## config.mk

```make
export PLATFORM = sky130hd
export DESIGN_NAME = program_memory_loader_flat
export DESIGN_NICKNAME = d
export VERILOG_FILES = /design/src/rtl/program_memory_loader_pkg.sv /design/src/rtl/program_memory_loader_if.sv /design/src/rtl/program_memory_loader_word_assembler.sv /design/src/rtl/program_memory_loader.sv /design/src/flat_wrapper.sv
export SDC_FILE = /design/constraint.sdc
export NUM_CORES = 1
export LEC_CHECK = 0
export BUFFER_PORTS_ARGS = -buffer_cell sky130_fd_sc_hd__clkbuf_2
export CAP_MARGIN = 10
export CORE_UTILIZATION = 51
export DETAILED_ROUTE_END_ITERATION = 12
export PLACE_DENSITY = 0.77
export SETUP_SLACK_MARGIN = 0.3
export SLEW_MARGIN = 20
export SYNTH_ARGS = -nofsm -noshare
export SYNTH_HDL_FRONTEND = slang
export SYNTH_SLANG_ARGS = --single-unit
```

## constraint.sdc

```tcl
create_clock -name clk -period 2.9 [get_ports clk]
set_input_delay 0.58 -clock clk [delete_from_list [all_inputs] [get_ports clk]]
set_output_delay 0.58 -clock clk [all_outputs]
set_load 0.05 [all_outputs]
```

## src/rtl/program_memory_loader_pkg.sv

```systemverilog
// Shared definitions for the program memory loader: FSM encodings, length field width
// and byte-lane sizing helpers.
package program_memory_loader_pkg;

  localparam int LEN_WIDTH = 16;

  localparam logic [2:0] ST_IDLE  = 3'd0;
  localparam logic [2:0] ST_LEN0  = 3'd1;
  localparam logic [2:0] ST_LEN1  = 3'd2;
  localparam logic [2:0] ST_DATA  = 3'd3;
  localparam logic [2:0] ST_WRITE = 3'd4;
  localparam logic [2:0] ST_CHECK = 3'd5;
  localparam logic [2:0] ST_DONE  = 3'd6;
  localparam logic [2:0] ST_ERROR = 3'd7;

  function automatic int bytes_per_word(input int data_width);
    return data_width / 8;
  endfunction

  // A single-byte word still needs a one-bit lane counter to stay legal.
  function automatic int lane_width(input int bpw);
    return (bpw > 1) ? $clog2(bpw) : 1;
  endfunction

endpackage

```

## src/rtl/program_memory_loader_if.sv

```systemverilog
// Host byte stream plus program memory write port used by the loader.
// master = host/memory side, slave = loader.
interface program_memory_loader_if #(
  parameter int DATA_WIDTH = 32
);
  logic [7:0]            byte_data;
  logic                  byte_valid;
  logic                  byte_ready;
  logic                  mem_write_en;
  logic [DATA_WIDTH-1:0] mem_address;
  logic [DATA_WIDTH-1:0] mem_write_data;

  modport master (
    output byte_data, byte_valid,
    input  byte_ready, mem_write_en, mem_address, mem_write_data
  );

  modport slave (
    input  byte_data, byte_valid,
    output byte_ready, mem_write_en, mem_address, mem_write_data
  );
endinterface

```

## src/rtl/program_memory_loader_word_assembler.sv

```systemverilog
// Packs accepted bytes little-endian into a word: each new byte enters at the top and
// shifts right, so after a full word the first byte sits in bits [7:0].
module program_memory_loader_word_assembler
  import program_memory_loader_pkg::*;
#(
  parameter int DATA_WIDTH = 32
) (
  input  logic                  clk,
  input  logic                  reset,
  input  logic                  clear,
  input  logic                  byte_en,
  input  logic [7:0]            byte_data,
  output logic [DATA_WIDTH-1:0] word,
  output logic                  word_complete
);
  localparam int BPW = bytes_per_word(DATA_WIDTH);
  localparam int LW  = lane_width(BPW);

  logic [LW-1:0] lane;

  assign word_complete = byte_en && (lane == LW'(BPW - 1));

  always_ff @(posedge clk or negedge reset) begin
    if (!reset) begin
      lane <= '0;
      word <= '0;
    end else if (clear) begin
      lane <= '0;
    end else if (byte_en) begin
      lane <= word_complete ? '0 : lane + 1'b1;
      word <= DATA_WIDTH'({byte_data, word} >> 8);
    end
  end
endmodule

```

## src/rtl/program_memory_loader.sv

```systemverilog
// Program memory loader: receives LEN_LO, LEN_HI, then word data; writes words from address 0
// and holds the core in reset until done. Define LOADER_CHECKSUM_EN for a trailing XOR byte check.
module program_memory_loader
  import program_memory_loader_pkg::*;
#(
  parameter int MEMORY_DEPTH = 64,
  parameter int DATA_WIDTH   = 32,
  parameter int ADDR_WIDTH   = 6
) (
  input  logic                   clk,
  input  logic                   reset,
  input  logic                   start,
  program_memory_loader_if.slave bus,
  output logic                   busy,
  output logic                   done,
  output logic                   error,
  output logic                   cpu_hold
);
  // state | meaning
  // IDLE  | waiting for start after reset, core held
  // LEN0  | expecting low byte of word count
  // LEN1  | expecting high byte of word count, range check
  // DATA  | accepting data bytes of current word
  // WRITE | one-cycle write strobe of assembled word
  // CHECK | expecting XOR checksum byte (checksum build only)
  // DONE  | load finished, core released
  // ERROR | load aborted, core held

  logic [2:0]            state, state_nxt;
  logic [7:0]            len_lo;
  logic [LEN_WIDTH-1:0]  word_total, len_rx, word_cnt_inc;
  logic [ADDR_WIDTH-1:0] word_cnt;
  logic                  accept, start_ok, last_word, asm_byte_en, asm_complete;
  logic [DATA_WIDTH-1:0] asm_word;
`ifdef LOADER_CHECKSUM_EN
  logic [7:0]            checksum;
`endif

  assign accept       = bus.byte_valid && bus.byte_ready;
  assign start_ok     = start && (state == ST_IDLE || state == ST_DONE || state == ST_ERROR);
  assign len_rx       = {bus.byte_data, len_lo};
  assign word_cnt_inc = LEN_WIDTH'(word_cnt) + 1'b1;
  assign last_word    = (word_cnt_inc == word_total);
  assign asm_byte_en  = accept && (state == ST_DATA);

  program_memory_loader_word_assembler #(.DATA_WIDTH(DATA_WIDTH)) u_asm (
    .clk           (clk),
    .reset         (reset),
    .clear         (start_ok),
    .byte_en       (asm_byte_en),
    .byte_data     (bus.byte_data),
    .word          (asm_word),
    .word_complete (asm_complete)
  );

  always_comb begin
    state_nxt = state;
    case (state)
      ST_IDLE, ST_DONE, ST_ERROR: if (start) state_nxt = ST_LEN0;
      ST_LEN0: if (accept) state_nxt = ST_LEN1;
      ST_LEN1: begin
        if (accept) begin
          if (len_rx == '0)                               state_nxt = ST_DONE;
          else if (len_rx > LEN_WIDTH'(MEMORY_DEPTH))     state_nxt = ST_ERROR;
          else                                            state_nxt = ST_DATA;
        end
      end
      ST_DATA: if (asm_complete) state_nxt = ST_WRITE;
      ST_WRITE: begin
        if (last_word) begin
`ifdef LOADER_CHECKSUM_EN
          state_nxt = ST_CHECK;
`else
          state_nxt = ST_DONE;
`endif
        end else begin
          state_nxt = ST_DATA;
        end
      end
`ifdef LOADER_CHECKSUM_EN
      ST_CHECK: if (accept) state_nxt = (bus.byte_data == checksum) ? ST_DONE : ST_ERROR;
`endif
      default: state_nxt = ST_IDLE;
    endcase
  end

  always_ff @(posedge clk or negedge reset) begin
    if (!reset) begin
      state      <= ST_IDLE;
      len_lo     <= '0;
      word_total <= '0;
      word_cnt   <= '0;
    end else begin
      state <= state_nxt;
      if (start_ok)                       word_cnt   <= '0;
      else if (state == ST_WRITE)         word_cnt   <= word_cnt + 1'b1;
      if (accept && state == ST_LEN0)     len_lo     <= bus.byte_data;
      if (accept && state == ST_LEN1)     word_total <= len_rx;
    end
  end

`ifdef LOADER_CHECKSUM_EN
  always_ff @(posedge clk or negedge reset) begin
    if (!reset)           checksum <= '0;
    else if (start_ok)    checksum <= '0;
    else if (asm_byte_en) checksum <= checksum ^ bus.byte_data;
  end
`endif

  assign bus.byte_ready     = (state == ST_LEN0) || (state == ST_LEN1) ||
                              (state == ST_DATA) || (state == ST_CHECK);
  assign bus.mem_write_en   = (state == ST_WRITE);
  assign bus.mem_address    = {{(DATA_WIDTH-ADDR_WIDTH){1'b0}}, word_cnt};
  assign bus.mem_write_data = asm_word;

  assign busy     = bus.byte_ready || (state == ST_WRITE);
  assign done     = (state == ST_DONE);
  assign error    = (state == ST_ERROR);
  assign cpu_hold = (state != ST_DONE);
endmodule

```

## src/flat_wrapper.sv

```systemverilog
// flat-port wrapper written by rule: the top's interface ports become plain ports
module program_memory_loader_flat import program_memory_loader_pkg::*;
#(
  parameter int MEMORY_DEPTH = 64,
  parameter int DATA_WIDTH   = 32,
  parameter int ADDR_WIDTH   = 6
)
  (clk, reset, start, busy, done, error, cpu_hold, bus_byte_data, bus_byte_valid, bus_byte_ready, bus_mem_write_en, bus_mem_address, bus_mem_write_data);
  program_memory_loader_if #(.DATA_WIDTH(DATA_WIDTH)) bus_i ();
  input  logic clk;
  input  logic reset;
  input  logic start;
  output logic busy;
  output logic done;
  output logic error;
  output logic cpu_hold;
  input wire logic [$bits(bus_i.byte_data)-1:0] bus_byte_data;
  input wire logic [$bits(bus_i.byte_valid)-1:0] bus_byte_valid;
  output wire logic [$bits(bus_i.byte_ready)-1:0] bus_byte_ready;
  output wire logic [$bits(bus_i.mem_write_en)-1:0] bus_mem_write_en;
  output wire logic [$bits(bus_i.mem_address)-1:0] bus_mem_address;
  output wire logic [$bits(bus_i.mem_write_data)-1:0] bus_mem_write_data;
  assign bus_i.byte_data = bus_byte_data;
  assign bus_i.byte_valid = bus_byte_valid;
  assign bus_byte_ready = bus_i.byte_ready;
  assign bus_mem_write_en = bus_i.mem_write_en;
  assign bus_mem_address = bus_i.mem_address;
  assign bus_mem_write_data = bus_i.mem_write_data;
  program_memory_loader #(.MEMORY_DEPTH(MEMORY_DEPTH), .DATA_WIDTH(DATA_WIDTH), .ADDR_WIDTH(ADDR_WIDTH)) u_core (.clk(clk), .reset(reset), .start(start), .bus(bus_i), .busy(busy), .done(done), .error(error), .cpu_hold(cpu_hold));
endmodule
```

### Word-level counts from Yosys, hierarchy flattened

Cells that the tools add are included.

| word-level totals | value |
|---|---|
| flip-flop bits (word level) | 67 |
| output and inout bits | 70 |

| cells by class | value |
|---|---|
| add/subtract/negate cells | 3 |
| reductions and logical operators | 19 |
| order comparisons | 1 |
| eq/ne operators | 14 |
| bitwise operators | 1 |
| multiplexer cells | 13 |

Operators with widths:

| kind | count |
|---|---|
| $mux W3 | 7 |
| $eq A16 B16 Y1 | 1 |
| $gt A16 B7 Y1 const B | 1 |
| $logic_not A16 Y1 | 1 |
| $pmux W3 S5 | 1 |
| $eq A3 B3 Y1 const B | 4 |
| $mux W6 | 2 |
| $add A6 B1 Y7 const B | 1 |
| $add A6 B1 Y6 const B | 1 |
| $eq A3 B2 Y1 const B | 2 |
| $logic_and A1 B1 Y1 | 6 |
| $logic_or A1 B1 Y1 | 6 |
| $mux W2 | 3 |
| $ne A2 B1 Y1 const B | 2 |
| $ne A2 B2 Y1 const B | 2 |
| $reduce_and A4 Y1 | 1 |
| $reduce_bool A2 Y1 | 2 |
| $eq A3 B1 Y1 const B | 1 |
| $logic_not A3 Y1 | 1 |
| $ne A3 B3 Y1 const B | 1 |
| $reduce_or A3 Y1 | 1 |
| $add A2 B1 Y2 const B | 1 |
| $eq A2 B2 Y1 const B | 1 |
| $reduce_and A2 Y1 | 1 |
| $not A1 Y1 | 1 |

### Longest topological paths before layout

| depth | value |
|---|---|
| depth in word-level cells | 10 |
| depth in mapped cells | 8 |
| gate-level depth less buffers | 7 |

### Hierarchy

A second synthesis with hierarchy kept.

| unflattened totals | value |
|---|---|
| cell total of the unflattened synthesis | 261 |
| area, all modules | 3428.3 sq um |

Modules (own cells, without submodules):

| module | area each (sq um) | sequential area each (sq um) | times used | cells each |
|---|---|---|---|---|
| program_memory_loader | 1966.9 | 825.8 | 1 | 183 |
| program_memory_loader_word_assembler | 1461.4 | 850.8 | 1 | 78 |

### Worst setup path after synthesis

Ideal clock, no wire load.

| timing | value |
|---|---|
| path type | reg-to-reg |
| start point | reg u_core.state[2] |
| end point | reg u_core.word_cnt[3] |
| required time | 2.789 ns |
| library setup time | 0.111 ns |
| stages on the path, launching flop included | 8 |
| clock period less this slack | 2.567 ns |
| slack | 0.333 ns |
| data arrival time | 2.456 ns |
| buffers on the path | 1 |
| cell sequence | dfrtp_1 -> buf_2 -> nand2_1 -> a21boi_0 -> nor2b_1 -> nor2_1 -> o21ai_0 -> o41ai_1 |

| between the ends | value |
|---|---|
| longest elaborated chain between the ends | 5 |
| elaborated cells on any way between the ends | 9 |
| those cells by class | eq/ne (3); mux (1); reduce/logical (5) |

RTL lines:

| what | line | source |
|---|---|---|
| from (decl) | program_memory_loader.sv:29 | `logic [2:0] state, state_nxt;` |
| from (signal assigned) | program_memory_loader.sv:94 | `state <= state_nxt;` |
| $eq A3 B3 Y1 or $logic_not A3 Y1 (tied branches) | program_memory_loader.sv:40 | `assign start_ok = start && (state == ST_IDLE \|\| state == ST_DONE \|\| state == ST_ERROR);` |
| $logic_or A1 B1 Y1 (2 in a row) | program_memory_loader.sv:40 |  |
| $logic_and A1 B1 Y1 | program_memory_loader.sv:40 |  |
| $mux W6 or $reduce_bool A2 Y1 (tied branches) | -- |  |
| to (signal assigned) | program_memory_loader.sv:96 | `else if (state == ST_WRITE) word_cnt <= word_cnt + 1'b1;` |
| to (decl) | program_memory_loader.sv:32 | `logic [ADDR_WIDTH-1:0] word_cnt;` |

Parallel ways exist; a longest one is shown, timed or not.
A chain may end at the register's enable or synchronous reset.

### Worst setup path after layout

| timing | value |
|---|---|
| start point | reg u_core.state[0] |
| end point | out bus_mem_write_en |

| between the ends | value |
|---|---|
| longest elaborated chain between the ends | 1 |

RTL lines:

| what | line | source |
|---|---|---|
| $eq A3 B3 Y1 | program_memory_loader.sv:112 | `assign bus.mem_write_en = (state == ST_WRITE);` |
| to (decl) | flat_wrapper.sv:20 | `output wire logic [$bits(bus_i.mem_write_en)-1:0] bus_mem_write_en;` |

No other way between the ends.

==> results.toml <==
[sta]
worst_slew_pin_slew_ns = 0.713
fin_crit_sh = 0.833
setup_viol = 0
max_freq_mhz = 414
slew_headroom = 0.525
grt_setup_unrepaired = "no"
hold_viol_final = 0
slew_viol_final = 0
tns_ns = 0
skew_ns = 0.0106
fin_crit_ns = 2.41
whs_ns = 0.286

[global_routing]
antenna_found_initial = 0
grt_max_degree = 42
groute.usage.overall = 0.205
grt_overflow_total = 0
grt_pass1_vias = 2039
grt_pass1_wl_um = 9830

[detailed_routing]
wire_per_inst_um = 14.7
routed_via_density = 5.30
drc_errors = 0
dr.pass1.iters = 4
dr.first_iter.drc_count = 74
drt_wl_total_um = 5920
ant_nets = 0
num_vias = 2135

[floorplan]
die_height_um = 81.1
start_util = 0.532
core_mm2 = 0.00599
fp-row-count = 28
top_level_ports = 82
die-area_mm2 = 0.00657
die_w_um = 81.1

[synthesis]
ys_top_cells_by_count = "67 x dfrtp_1, 55 x mux2_2, 28 x buf_4"
synth_cell_types = 41
seq_area_frac_synth = 0.526
synth_ff_type = "dfrtp_1"
ys_warn_count = 0
syn-cell-area_mm2 = 0.00319
synth_seq_cells = 67
synth_area_leader_cell = "dfrtp_1"
yosysMostFrequentCell = "dfrtp_1"
syn_inst = 264
synth_top_area_frac = 0.526
ys_top_cells_by_area = "dfrtp_1 53%, mux2_2 19%, buf_4 6.6%"
synthArstFlopShare = 1.00
synth_edf_count = 0
syn_avg_cell_area_um2 = 12.1

[place]
io_buffers = 55
hpwlAfterDp_um = 4330
gp_congestion = 0.837

[power]
power_frac_comb = 0.475
total_leakage_power_nw = 1.75
power.switching_mw = 2.24
p_int_mw = 2.57
switching_share = 0.466
clockPowerShare = 0.164
p_per_area_mw_per_mm2 = 1320
ir_drop_v = 0.000946
finalPower_mw = 4.80
p_seq_frac = 0.361

[worst_setup_path]
r2r_slack_ns = 0.74
critical_path_class = "register to primary output"
path_max_fanout = 12
crit_path_start_kind = "register"
cp-end-kind = "primary output"
cp.arrival_ns = 1.83
critPathRequiredTime_ns = 2.32

[finish]
final_nets = 337
diodes = 0
fin_util = 0.609
syn_to_final_growth_pct = 14.5
nFillCells = 493
seq_area_mm2 = 0.00168
multiInputGateArea_mm2 = 0.00132
drive_above_1_share = 0.405

[clock_network]
cts_resized = 0
cts_sinks = 67
clockRootBuffer = "clkbuf_8"
clk_path_buf_depth = 2
hold_buffers = 0
cts_made_buffers = 9
worstSkewPairLatency_ns = 0.33
cts_tree = "yes"
cts_setup_buffers = 0
cts-htree-levels = 3
clk_pin_slew_ns = 0.07

[worst_hold_path]
hp-class = "input port to async pin"

[run_status]
run_status = "finished clean"

[job]
drv_cap = 0
-- path summary, 6_finish.rpt --
| path | to | startpoint | cells after the start |
|---|---|---|---|
| max | bus_mem_write_en | u_core.state[0] | 4 |
| min | u_core.u_asm.word[0] | reset | 1 |
| max reg2reg | u_core.state[0] | u_core.word_cnt[0] | 7 |
| min reg2reg | u_core.u_asm.word[5] | u_core.u_asm.word[5] | 1 |
| max in group asynchronous | u_core.word_total[1] | reset | 2 |
| min in group clk | u_core.u_asm.word[5] | u_core.u_asm.word[5] | 1 |
-- critical path, stage by stage, from the launching register on --
cell and delay (ns):
dfrtp_1 0.51, nor2_1 0.23, nand2_1 0.23, inv_1 0.23, clkbuf_2 0.31
-- through the flow --
step | instance area [um2] | cells | setup WS (ns)
finish | 3650 | 403 | 0.486
global route | 3650 | 403 | 0.353
CTS | 3650 | 403 | 0.512
detailed placement | 3440 | 387 | 0.795
global placement | 3440 | 387 | 0.903
floorplan | 3280 | 289 | 0.333
-- routing by layer --
metal	vias to the layer above	track usage	wire [um]
met3	11	0.0573	265
met4	0	0.0821	106
li1	1000	-	-
met1	1040	0.266	2630
met5	-	0	0
met2	84	0.323	2920
-- cell type report --
type	instances	area share
tap	75	0.0257
timing repair buffer	59	0.0871
sequential	67	0.459
inverter	9	0.00926
multi-input combinational	177	0.362
clock inverter	3	0.0127
clock buffer	13	0.0435
-- state kept, by name, indices dropped and copies added (netlist names) --
name and flops:
u_core.len_lo 8, u_core.state 3, u_core.u_asm.lane 2, u_core.u_asm.word 32
u_core.word_cnt 6, u_core.word_total 16
-- cell families (layout without fill, tap and decap cells) --
group	Yosys count	count (layout)	synth area share
multiplexers	57	57	0.201
flip-flops	67	67	0.526
adder cells (fa/ha/maj)	2	2	0.00785
AND/OR/NAND/NOR	53	53	0.0883
XOR/XNOR	10	10	0.0275
other	1	26	0.00118
buffers and inverters	45	84	0.0887
AO/OA/AOI/OAI	29	29	0.0600
-- cells in the final DEF, fill, tap and decap left out, types with 2 or more instances in the layout --
| cell | synthesis | layout |
|---|---|---|
| nand3_1 | 5 | 5 |
| and3_1 | 3 | 3 |
| nor3_1 | 2 | 2 |
| a31oi_1 | 2 | 2 |
| o22ai_1 | 2 | 2 |
| clkbuf_2 | 0 | 55 |
| clkbuf_8 | 0 | 11 |
| conb_1 | 1 | 26 |
| a21oi_1 | 3 | 3 |
| or3_1 | 2 | 2 |
| mux2i_1 | 2 | 2 |
| xnor2_1 | 7 | 7 |
| o21ai_0 | 10 | 10 |
| nor2_1 | 15 | 15 |
| a21boi_0 | 2 | 2 |
| dfrtp_1 | 67 | 67 |
| nand2_1 | 12 | 12 |
| clkbuf_1 | 1 | 2 |
| mux2_2 | 55 | 55 |
| ha_1 | 2 | 2 |
| buf_4 | 28 | 3 |
| inv_1 | 9 | 9 |
| nor4_1 | 5 | 5 |
| xor2_1 | 3 | 3 |
| nor2b_1 | 2 | 2 |
-- power groups by stage --
stage	registers, mW	clock network, mW	logic (mW)
detailed placement	1.75	0	2.30
finish	1.73	0.786	2.28
floorplan	2.44	0	1.12
global route	1.80	0.839	2.42
global placement	1.72	0	2.25
CTS	1.74	0.799	2.30
Power figures use the tool's default switching activity.
